**src/rtl/branch_redirect_pkg.sv**
```systemverilog
`default_nettype none
// ============================================================================
// Module  : branch_redirect_pkg
// Purpose : Shared types and constants for the branch redirect controller.
//           Holds the controller state encoding, the default PC width and
//           the width of the post-redirect drain counter.
// Revision: 1.0  initial release
// ============================================================================
package branch_redirect_pkg;

    localparam int c_PC_W_DEFAULT = 8;
    localparam int c_DRAIN_CNT_W  = 4;

    typedef enum logic [1:0] {
        IDLE     = 2'd0,
        REDIRECT = 2'd1,
        DRAIN    = 2'd2
    } state_e;

endpackage
`default_nettype wire

```
**src/rtl/branch_redirect_ctrl_mispredict_select.sv**
```systemverilog
`default_nettype none
// ============================================================================
// Module  : mispredict_select
// Purpose : Combinational per-slot mispredict detection and oldest-first
//           selection for the 2-wide execute stage. Slot 1 is older; when it
//           mispredicts, slot 2 is on the wrong path and is ignored.
// Ports   : valid1/2, isBranch1/2, PredictionE1/2, branch_taken1/2,
//           PCE1/2, PCPlus1E1/2, branchAdderResultE1/2   (inputs)
//           sel_valid  - a mispredict was selected
//           sel_slot1  - the selected mispredict is in slot 1
//           sel_pc     - PC of the selected branch
//           sel_target - corrected fetch PC for the selected branch
//           sel_taken  - resolved outcome of the selected branch
// Revision: 1.0  initial release
// ============================================================================
module mispredict_select
    import branch_redirect_pkg::*;
#(
    parameter int PC_W = c_PC_W_DEFAULT
) (
    input  logic            valid1,
    input  logic            valid2,
    input  logic            isBranch1,
    input  logic            isBranch2,
    input  logic            PredictionE1,
    input  logic            PredictionE2,
    input  logic            branch_taken1,
    input  logic            branch_taken2,
    input  logic [PC_W-1:0] PCE1,
    input  logic [PC_W-1:0] PCE2,
    input  logic [PC_W-1:0] PCPlus1E1,
    input  logic [PC_W-1:0] PCPlus1E2,
    input  logic [PC_W-1:0] branchAdderResultE1,
    input  logic [PC_W-1:0] branchAdderResultE2,
    output logic            sel_valid,
    output logic            sel_slot1,
    output logic [PC_W-1:0] sel_pc,
    output logic [PC_W-1:0] sel_target,
    output logic            sel_taken
);

    logic w_mis1;
    logic w_mis2;

    assign w_mis1 = valid1 & isBranch1 & (branch_taken1 ^ PredictionE1);
    assign w_mis2 = valid2 & isBranch2 & (branch_taken2 ^ PredictionE2);

    always_comb begin
        sel_valid  = 1'b0;
        sel_slot1  = 1'b0;
        sel_pc     = '0;
        sel_target = '0;
        sel_taken  = 1'b0;
        if (w_mis1) begin
            sel_valid  = 1'b1;
            sel_slot1  = 1'b1;
            sel_pc     = PCE1;
            sel_target = branch_taken1 ? branchAdderResultE1 : PCPlus1E1;
            sel_taken  = branch_taken1;
        end else if (w_mis2) begin
            sel_valid  = 1'b1;
            sel_pc     = PCE2;
            sel_target = branch_taken2 ? branchAdderResultE2 : PCPlus1E2;
            sel_taken  = branch_taken2;
        end
    end

endmodule
`default_nettype wire

```
**src/rtl/branch_redirect_ctrl.sv**
```systemverilog
`default_nettype none
// ============================================================================
// Module  : branch_redirect_ctrl
// Purpose : Misprediction recovery sequencer for the 2-wide execute stage.
//           Picks the oldest E-stage mispredict, issues a registered redirect
//           PC to fetch over a valid/ready handshake, pulses the pipeline
//           flushes and a predictor-update record, then ignores wrong-path
//           resolutions for DRAIN_CYCLES cycles after the redirect is taken.
// Config  : `define BRANCH_REDIRECT_PERF_EN adds the saturating 16-bit
//           perf_branches / perf_mispredicts counters and their ports.
// Ports   : clk, rst (async, active low)
//           E-stage slot 1/2 resolution inputs
//           redirect_ready / redirect_valid / redirect_pc  - fetch handshake
//           flush_FD, flush_E2                              - flush pulses
//           upd_valid, upd_pc, upd_taken                    - predictor update
//           busy                                            - not in IDLE
// Revision: 1.0  initial release
// ============================================================================
module branch_redirect_ctrl
    import branch_redirect_pkg::*;
#(
    parameter int PC_W         = c_PC_W_DEFAULT,
    parameter int DRAIN_CYCLES = 2
) (
    input  logic            clk,
    input  logic            rst,
    input  logic            valid1,
    input  logic            valid2,
    input  logic            isBranch1,
    input  logic            isBranch2,
    input  logic            PredictionE1,
    input  logic            PredictionE2,
    input  logic            branch_taken1,
    input  logic            branch_taken2,
    input  logic [PC_W-1:0] PCE1,
    input  logic [PC_W-1:0] PCE2,
    input  logic [PC_W-1:0] PCPlus1E1,
    input  logic [PC_W-1:0] PCPlus1E2,
    input  logic [PC_W-1:0] branchAdderResultE1,
    input  logic [PC_W-1:0] branchAdderResultE2,
    input  logic            redirect_ready,
    output logic            redirect_valid,
    output logic [PC_W-1:0] redirect_pc,
    output logic            flush_FD,
    output logic            flush_E2,
    output logic            upd_valid,
    output logic [PC_W-1:0] upd_pc,
    output logic            upd_taken,
`ifdef BRANCH_REDIRECT_PERF_EN
    output logic [15:0]     perf_branches,
    output logic [15:0]     perf_mispredicts,
`endif
    output logic            busy
);

    localparam logic [c_DRAIN_CNT_W-1:0] c_CNT_LOAD = c_DRAIN_CNT_W'(DRAIN_CYCLES);
    localparam logic [c_DRAIN_CNT_W-1:0] c_CNT_ONE  = c_DRAIN_CNT_W'(1);

    logic            w_sel_valid;
    logic            w_sel_slot1;
    logic [PC_W-1:0] w_sel_pc;
    logic [PC_W-1:0] w_sel_target;
    logic            w_sel_taken;

    state_e                   r_state;
    state_e                   w_state_d;
    logic [c_DRAIN_CNT_W-1:0] r_cnt;
    logic [c_DRAIN_CNT_W-1:0] w_cnt_d;
    logic                     r_rv,        w_rv_d;
    logic [PC_W-1:0]          r_rpc,       w_rpc_d;
    logic                     r_flush_fd,  w_flush_fd_d;
    logic                     r_flush_e2,  w_flush_e2_d;
    logic                     r_upd_valid, w_upd_valid_d;
    logic [PC_W-1:0]          r_upd_pc,    w_upd_pc_d;
    logic                     r_upd_taken, w_upd_taken_d;

    mispredict_select #(
        .PC_W (PC_W)
    ) u_sel (
        .valid1              (valid1),
        .valid2              (valid2),
        .isBranch1           (isBranch1),
        .isBranch2           (isBranch2),
        .PredictionE1        (PredictionE1),
        .PredictionE2        (PredictionE2),
        .branch_taken1       (branch_taken1),
        .branch_taken2       (branch_taken2),
        .PCE1                (PCE1),
        .PCE2                (PCE2),
        .PCPlus1E1           (PCPlus1E1),
        .PCPlus1E2           (PCPlus1E2),
        .branchAdderResultE1 (branchAdderResultE1),
        .branchAdderResultE2 (branchAdderResultE2),
        .sel_valid           (w_sel_valid),
        .sel_slot1           (w_sel_slot1),
        .sel_pc              (w_sel_pc),
        .sel_target          (w_sel_target),
        .sel_taken           (w_sel_taken)
    );

    // Next-state and next-output logic. Flush/update outputs default to 0 so
    // they can only ever be high for the single cycle after detection.
    always_comb begin
        w_state_d     = r_state;
        w_cnt_d       = r_cnt;
        w_rv_d        = r_rv;
        w_rpc_d       = r_rpc;
        w_flush_fd_d  = 1'b0;
        w_flush_e2_d  = 1'b0;
        w_upd_valid_d = 1'b0;
        w_upd_pc_d    = '0;
        w_upd_taken_d = 1'b0;
        case (r_state)
            IDLE: begin
                if (w_sel_valid) begin
                    w_state_d     = REDIRECT;
                    w_rv_d        = 1'b1;
                    w_rpc_d       = w_sel_target;
                    w_flush_fd_d  = 1'b1;
                    w_flush_e2_d  = w_sel_slot1;
                    w_upd_valid_d = 1'b1;
                    w_upd_pc_d    = w_sel_pc;
                    w_upd_taken_d = w_sel_taken;
                end
            end
            REDIRECT: begin
                if (redirect_ready) begin
                    w_rv_d  = 1'b0;
                    w_rpc_d = '0;
                    if (DRAIN_CYCLES == 0) begin
                        w_state_d = IDLE;
                    end else begin
                        w_state_d = DRAIN;
                        w_cnt_d   = c_CNT_LOAD;
                    end
                end
            end
            DRAIN: begin
                w_cnt_d = r_cnt - c_CNT_ONE;
                if (r_cnt <= c_CNT_ONE) begin
                    w_state_d = IDLE;
                    w_cnt_d   = '0;
                end
            end
            default: begin
                w_state_d = IDLE;
                w_cnt_d   = '0;
                w_rv_d    = 1'b0;
                w_rpc_d   = '0;
            end
        endcase
    end

    always_ff @(posedge clk or negedge rst) begin
        if (!rst) begin
            r_state     <= IDLE;
            r_cnt       <= '0;
            r_rv        <= 1'b0;
            r_rpc       <= '0;
            r_flush_fd  <= 1'b0;
            r_flush_e2  <= 1'b0;
            r_upd_valid <= 1'b0;
            r_upd_pc    <= '0;
            r_upd_taken <= 1'b0;
        end else begin
            r_state     <= w_state_d;
            r_cnt       <= w_cnt_d;
            r_rv        <= w_rv_d;
            r_rpc       <= w_rpc_d;
            r_flush_fd  <= w_flush_fd_d;
            r_flush_e2  <= w_flush_e2_d;
            r_upd_valid <= w_upd_valid_d;
            r_upd_pc    <= w_upd_pc_d;
            r_upd_taken <= w_upd_taken_d;
        end
    end

    assign redirect_valid = r_rv;
    assign redirect_pc    = r_rpc;
    assign flush_FD       = r_flush_fd;
    assign flush_E2       = r_flush_e2;
    assign upd_valid      = r_upd_valid;
    assign upd_pc         = r_upd_pc;
    assign upd_taken      = r_upd_taken;
    assign busy           = (r_state != IDLE);

`ifdef BRANCH_REDIRECT_PERF_EN
    logic        w_br1;
    logic        w_br2;
    logic [16:0] w_br_sum;
    logic [16:0] w_mp_sum;
    logic [15:0] r_perf_br;
    logic [15:0] r_perf_mp;

    // A slot-2 branch behind a slot-1 mispredict is wrong-path, not resolved.
    assign w_br1    = valid1 & isBranch1;
    assign w_br2    = valid2 & isBranch2 & ~w_sel_slot1;
    assign w_br_sum = {1'b0, r_perf_br} + {16'd0, w_br1} + {16'd0, w_br2};
    assign w_mp_sum = {1'b0, r_perf_mp} + 17'd1;

    always_ff @(posedge clk or negedge rst) begin
        if (!rst) begin
            r_perf_br <= '0;
            r_perf_mp <= '0;
        end else if (r_state == IDLE) begin
            r_perf_br <= w_br_sum[16] ? 16'hFFFF : w_br_sum[15:0];
            if (w_sel_valid) begin
                r_perf_mp <= w_mp_sum[16] ? 16'hFFFF : w_mp_sum[15:0];
            end
        end
    end

    assign perf_branches    = r_perf_br;
    assign perf_mispredicts = r_perf_mp;
`endif

endmodule
`default_nettype wire
```
**config.mk**
```make
export PLATFORM = sky130hd
export DESIGN_NAME = branch_redirect_ctrl
export DESIGN_NICKNAME = d
export VERILOG_FILES = /design/src/rtl/branch_redirect_pkg.sv /design/src/rtl/branch_redirect_ctrl_mispredict_select.sv /design/src/rtl/branch_redirect_ctrl.sv
export SDC_FILE = /design/constraint.sdc
export NUM_CORES = 1
export LEC_CHECK = 0
export CAP_MARGIN = 15
export CORE_MARGIN = 2
export CORE_UTILIZATION = 30
export DETAILED_ROUTE_END_ITERATION = 6
export SYNTH_ARGS = -nofsm -noshare
export SYNTH_HDL_FRONTEND = slang
export SYNTH_HIERARCHICAL = 1
export SYNTH_SLANG_ARGS = --single-unit
export TNS_END_PERCENT = 5
```
**constraint.sdc**
```tcl
create_clock -name clk -period 1.8 [get_ports clk]
set_input_delay 0.27 -clock clk [delete_from_list [all_inputs] [get_ports clk]]
set_output_delay 0.27 -clock clk [all_outputs]
set_load 0.005 [all_outputs]
```
==> results.sh, run 1 <==
export IMPL_outcome="completed"
export IMPL_yosysTopAreaCell="dfrtp_1"
export IMPL_finalInstanceArea_um2=2560
export IMPL_synthToLayoutAreaGrowth_pct=68.0
export IMPL_syn_inst=131
export IMPL_clk_pin_slew_worst_paths_ns=0.08
export IMPL_r2r_end="r_state[0]"
export IMPL_swShare_pct=33.7
export IMPL_use_met2_pct=24.1
export IMPL_use_met3_pct=2.54
export IMPL_pwr_share_clk_pct=14.9
export IMPL_cp_top_family="buffers and inverters"
export IMPL_fmax_mhz=575
export IMPL_cp_cell_sequence="inv_2, ha_4, inv_1, clkdlybuf4s50_1"
export IMPL_fillers=450
export IMPL_wl_per_cell_um=14.4
export IMPL_power_switching_uw=695
export IMPL_cts_tree="done"
export IMPL_met1_usage_pct=21.5
export IMPL_gp_congestion=0.804
export IMPL_place_area_um2=2470
export IMPL_multi_input_area_um2=832
export IMPL_endpoint_kind="output port"
export IMPL_gr_total_overflow=0
export IMPL_reg2regPathDepth=6
export IMPL_core_area_um2=4820
export IMPL_fin_crit_sh_pct=96.6
export IMPL_hold_buffers=0
export IMPL_hold_violations=0
export IMPL_clockBufferDepth=2
export IMPL_dp_hpwl_um=3520
export IMPL_final_cells=291
export IMPL_avgSynthCellArea_um2=11.6
export IMPL_antenna_found_initial=0
export IMPL_ys_warn_count=6
export IMPL_dp_cells=286
export IMPL_hold_path_class="primary input to asynchronous set/reset pin"
export IMPL_ys_seq_elements=26
export IMPL_setup_viol=0
export IMPL_setup_ws_ns=0.0619
export IMPL_max_stage_delay_ns=0.49
export IMPL_die_y_um=75.2
export IMPL_ys_types=35
export IMPL_relSlewSlack_pct=77.9
export IMPL_power_frac_comb_pct=50.6
export IMPL_leakage_uw=0.00117
export IMPL_rows=25
export IMPL_die_area_um2=5660
export IMPL_startpoint_type="register"
export IMPL_drcViolationCount=0
export IMPL_path_max_fanout=6
export IMPL_crit_buf_inv=3
export IMPL_ys_flop_type="dfrtp_1"
export IMPL_grt_use_total_pct=15.3
export IMPL_grt_max_degree=27
export IMPL_nets=291
export IMPL_worst_pin_slew_ns=0.331
export IMPL_ant_nets=0
export IMPL_pre_cts_slack_ns=-0.330
export IMPL_clock_latency_ns=0.26
export IMPL_htree_levels=1
export IMPL_r2r_slack_ns=0.20
export IMPL_p_int_uw=1370
export IMPL_grt_pass1_wl_um=6690
export IMPL_ios=81
export IMPL_powerDensity_nw_per_um2=806
export IMPL_synth_edf_count=0
export IMPL_grt_pass1_vias=1458
export IMPL_numClockSinks=26
export IMPL_r2r_start="r_cnt[1]"
export IMPL_worstPathRequired_ns=1.53
export IMPL_grt_busiest_layer="met2"
export IMPL_portBuffers=80
export IMPL_viasPerCell=4.75
export IMPL_start_util_pct=31.6
export IMPL_drive_gt1_share_pct=16.1
export IMPL_cp_arrival_ns=1.47
export IMPL_cpMaxStageDelayCell="clkdlybuf4s50_1"
export IMPL_maxSlewViolCount=0
export IMPL_async_flop_share_pct=100
export IMPL_cts_buffers=3
export IMPL_synth_area_leaders="dfrtp_1, a22o_1, mux2i_1"
export IMPL_cap_viol_max_count=0
export IMPL_vias=1382
export IMPL_synthesis_area_um2=1520
export IMPL_firstDrtPassIters=4
export IMPL_wl_um=4190
export IMPL_critical_path_class="register to output port"
export IMPL_die_w_um=75.2
export IMPL_seq_area_um2=651
export IMPL_final_core_util_pct=53.1
export IMPL_diodes=0
export IMPL_min_period_ns=1.74
export IMPL_drt_iter0_drc=33
export IMPL_ir_worst_vdd_uv=436
export IMPL_seq_power_share_pct=34.5
export IMPL_cts_root_buf="clkbuf_8"
export IMPL_fin_skew_ns=0.00622
export IMPL_synth_top_area_share_pct=42.7
export IMPL_ys_seq_area_share_pct=42.7
export IMPL_synth_fp_nets=196
## metrics by stage
stage               setup TNS (ns)  power (uW)  hold slack (ns)
CTS                              0        2020            0.371
global route              -0.00875        2200            0.392
finish                           0        2060            0.362
global placement             -3.70        1620            0.469
floorplan                        0        1220          -0.0256
detailed placement           -4.89        1660            0.486
## synthesized netlist by cell type, drive strengths merged, types with 2 or more instances
cell / count
nand2: 2
a22o: 19
clkbuf: 2
dfrtp: 26
and2: 2
nor2: 5
inv: 7
a31oi: 2
o22ai: 8
mux2: 2
mux2i: 16
buf: 4
and3: 10
o21ai: 5
ha: 6
## flip-flops by register name (all words and copies together) (netlist names)
name / flops
upd_valid: 1
upd_pc: 8
redirect_pc: 8
flush_E2: 1
redirect_valid: 1
r_state: 2
upd_taken: 1
r_cnt: 4
## worst register-to-register path, delay by kind of cell (launching register included)
kind / cells / cell delay, ns
compound gates: 2 / 0.39
fa+ha+maj: 1 / 0.19
buf+inv: 1 / 0.10
flops: 1 / 0.40
mux: 1 / 0.31
simple gates: 1 / 0.11
## kinds of logic (layout without fill, tap and decap cells)
group                      count (synthesis)  in the layout  synth area share, %
xor gates and xnor gates                   2              2                 2.38
adders and majority gates                  6              6                 4.93
DFF                                       26             26                 42.7
and+or+nand+nor                           25             25                 9.37
AOI/OAI and AO/OA                         41             41                 24.1
buffers and inverters                     13            106                 4.27
muxes                                     18             18                 12.2
## cell usage in the layout, fill, tap and decap left out, drive strengths merged, types with 2 or more instances in the layout
master | Yosys | routed
inv | 7 | 7
dfrtp | 26 | 26
nor2 | 5 | 5
o22ai | 8 | 8
mux2 | 2 | 2
a22o | 19 | 19
nand2 | 2 | 2
and2 | 2 | 2
buf | 4 | 16
o21ai | 5 | 5
ha | 6 | 6
and3 | 10 | 10
clkdlybuf4s50 | 0 | 79
clkbuf | 2 | 3
a31oi | 2 | 2
mux2i | 16 | 16
## metal layers
metal	wire length, um	vias to the layer above
li1	-	684
met1	1950	647
met2	1940	49
met3	260	2
met4	33	0
met5	0	-
## final cells by class
type	instances	share of cell area (%)
repair buffers	96	36.1
multi-input cells	92	32.5
flip-flops and latches	26	25.4
well taps	67	3.28
clock buffers	3	1.61
inverters	7	1.03
## power groups by stage
| stage | clock network [uW] | logic (uW) | registers (uW) |
|---|---|---|---|
| detailed placement | 0 | 938 | 722 |
| global placement | 0 | 897 | 719 |
| finish | 307 | 1040 | 712 |
| CTS | 316 | 993 | 712 |
| floorplan | 0 | 510 | 713 |
| global route | 338 | 1140 | 719 |
## timing repair
action,4_1_cts,5_1_grt
gates resized for setup,3,7
setup endpoints to repair,10,13
pin swaps,0,1
setup buffers,0,2
## worst max-delay path by stage
stage / from / to / slack [ns] / cells after the start
2_1_floorplan: branch_taken2 / redirect_pc[0] / 0.11 / 7
3_3_place_gp: branch_taken1 / redirect_pc[7] / -0.21 / 7
3_5_place_dp: branch_taken1 / redirect_pc[0] / -0.33 / 7
4_1_cts: branch_taken1 / redirect_pc[0] / 0.001 / 7
5_1_grt: r_state[0] / busy / -0.009 / 4
6_report: r_state[0] / busy / 0.06 / 4
Note: power is estimated with default switching activity, not from simulation.
==> run 2: changes to the inputs <==
Settings changed: CORE_UTILIZATION 30 to 39, PLACE_DENSITY set to 0.8.
==> run 2 against run 1 <==
  * Non-clock buffer count down 1
  * Clock power is 2% higher
  * Total power is 3.9% lower
  * Register-to-register slack worse by 0.03 ns
  * Wire length decreased by 4.0%
  * Global-route usage increased by 3.3 points
  * Critical path depth grew 3
  * Utilization increased by 15 points
==> results.sh, run 2 (synthesis gave the netlist of run 1 again) <==
export IMPL_outcome="completed"
export IMPL_fin_skew_ns=0.00105
export IMPL_fin_crit_sh_pct=95.9
export IMPL_grt_use_total_pct=18.6
export IMPL_use_met2_pct=33.3
export IMPL_worst_pin_slew_ns=0.361
export IMPL_maxSlewViolCount=0
export IMPL_grt_max_degree=27
export IMPL_wl_per_cell_um=14.8
export IMPL_dp_hpwl_um=3400
export IMPL_die_w_um=66.5
export IMPL_cts_tree="done"
export IMPL_relSlewSlack_pct=75.7
export IMPL_numClockSinks=26
export IMPL_grt_pass1_vias=1510
export IMPL_drcViolationCount=0
export IMPL_wl_um=4020
export IMPL_crit_buf_inv=1
export IMPL_cp_cell_sequence="clkdlybuf4s50_1, xor2_4, nand3_2, o21ai_0, nand2b_4, o211ai_2, mux2_4"
export IMPL_startpoint_type="primary input"
export IMPL_critical_path_class="primary input to register"
export IMPL_grt_pass1_wl_um=6260
export IMPL_rows=22
export IMPL_setup_ws_ns=0.0735
export IMPL_clockBufferDepth=2
export IMPL_final_cells=271
export IMPL_drt_iter0_drc=37
export IMPL_clk_pin_slew_worst_paths_ns=0.08
export IMPL_cp_top_family="buffers and inverters"
export IMPL_ios=81
export IMPL_pre_cts_slack_ns=-0.283
export IMPL_cts_root_buf="clkbuf_8"
export IMPL_gp_congestion=0.830
export IMPL_die_y_um=66.5
export IMPL_totalPowerFinal_uw=1980
export IMPL_worstPathRequired_ns=1.95
export IMPL_met1_usage_pct=20.6
export IMPL_vias=1442
export IMPL_leakage_uw=0.00117
export IMPL_antenna_found_initial=0
export IMPL_fmax_mhz=579
export IMPL_start_util_pct=41.0
export IMPL_grt_busiest_layer="met2"
export IMPL_mostFrequentLayoutCells="clkdlybuf4s50_1, dfrtp_1, a22o_1"
export IMPL_diodes=0
export IMPL_fin_setup_tns_ns=0
export IMPL_htree_levels=1
export IMPL_cpMaxStageDelayCell="clkdlybuf4s50_1"
export IMPL_nets=290
export IMPL_max_stage_delay_ns=0.55
export IMPL_cap_viol_max_count=0
export IMPL_use_met3_pct=6.08
export IMPL_clock_latency_ns=0.26
export IMPL_final_core_util_pct=67.7
export IMPL_ant_nets=0
export IMPL_firstDrtPassIters=4
export IMPL_hold_violations=0
export IMPL_cp_arrival_ns=1.88
export IMPL_synthToLayoutAreaGrowth_pct=65.2
export IMPL_drive_gt1_share_pct=15.2
export IMPL_portBuffers=80
export IMPL_hold_path_class="primary input to asynchronous set/reset pin"
export IMPL_dp_cells=268
export IMPL_viasPerCell=5.32
export IMPL_setup_viol=0
export IMPL_mostFrequentLayoutCell="clkdlybuf4s50_1"
export IMPL_path_max_fanout=3
export IMPL_cts_buffers=3
export IMPL_die_area_um2=4420
export IMPL_gr_total_overflow=0
export IMPL_ir_worst_vdd_uv=369
export IMPL_endpoint_kind="register"
export IMPL_core_area_um2=3720
export IMPL_min_period_ns=1.73
export IMPL_powerDensity_nw_per_um2=787
-- run 2: changes by cell type in the layout (fill, tap and decap cells not counted), sizes merged --
cell           before  now
dlymetal6s2s        1    2
buf                16   15
clkdlybuf4s50      79   78
-- run 2: worst paths after layout --
kind	from	to	slack, ns	depth (start not counted)
max in group asynchronous	rst	r_cnt[3]	1.20	2
worst max-delay path	PredictionE1	r_state[0]	0.07	7
worst max register to register	r_cnt[0]	r_state[0]	0.17	6
worst min register to register	redirect_valid	redirect_valid	0.50	1
worst min-delay path	rst	r_cnt[2]	0.36	2
min in group clk	redirect_valid	redirect_valid	0.50	1
-- run 2: through the flow --
stage	hold WS [ns]	instance area, um2
floorplan	-0.0256	1520
global placement	0.495	2460
detailed placement	0.480	2460
CTS	0.370	2500
global route	0.388	2510
finish	0.359	2510
-- run 2: report_power, final --
group / switching (uW) / internal [uW] / total, uW
sequential: 61.3 / 655 / 716
combinational: 455 / 497 / 952
clock: 162 / 149 / 312
-- run 2: final cells by class --
| class | instances | area (um2) |
|---|---|---|
| Fill cell | 294 | 1200 |
| Sequential cell | 26 | 651 |
| Clock buffer | 3 | 41.3 |
| Multi-Input combinational cell | 92 | 818 |
| Tap cell | 48 | 60.1 |
| Timing Repair Buffer | 95 | 918 |
| Inverter | 7 | 26.3 |
-- run 2: per-layer routing --
layer  routed length, um  part of all wire (%)  vias up
li1                    -                     -      681
met3                 350                   8.7        0
met5                   0                     0        -
met1                1550                    38      686
met4                   0                     0        0
met2                2120                    53       75
-- run 2: repair_timing --
item                       4_1_cts  5_1_grt
setup endpoints to repair        1       12
setup buffers                    0        0
hold buffers                     0        0
gates resized for setup          1        6
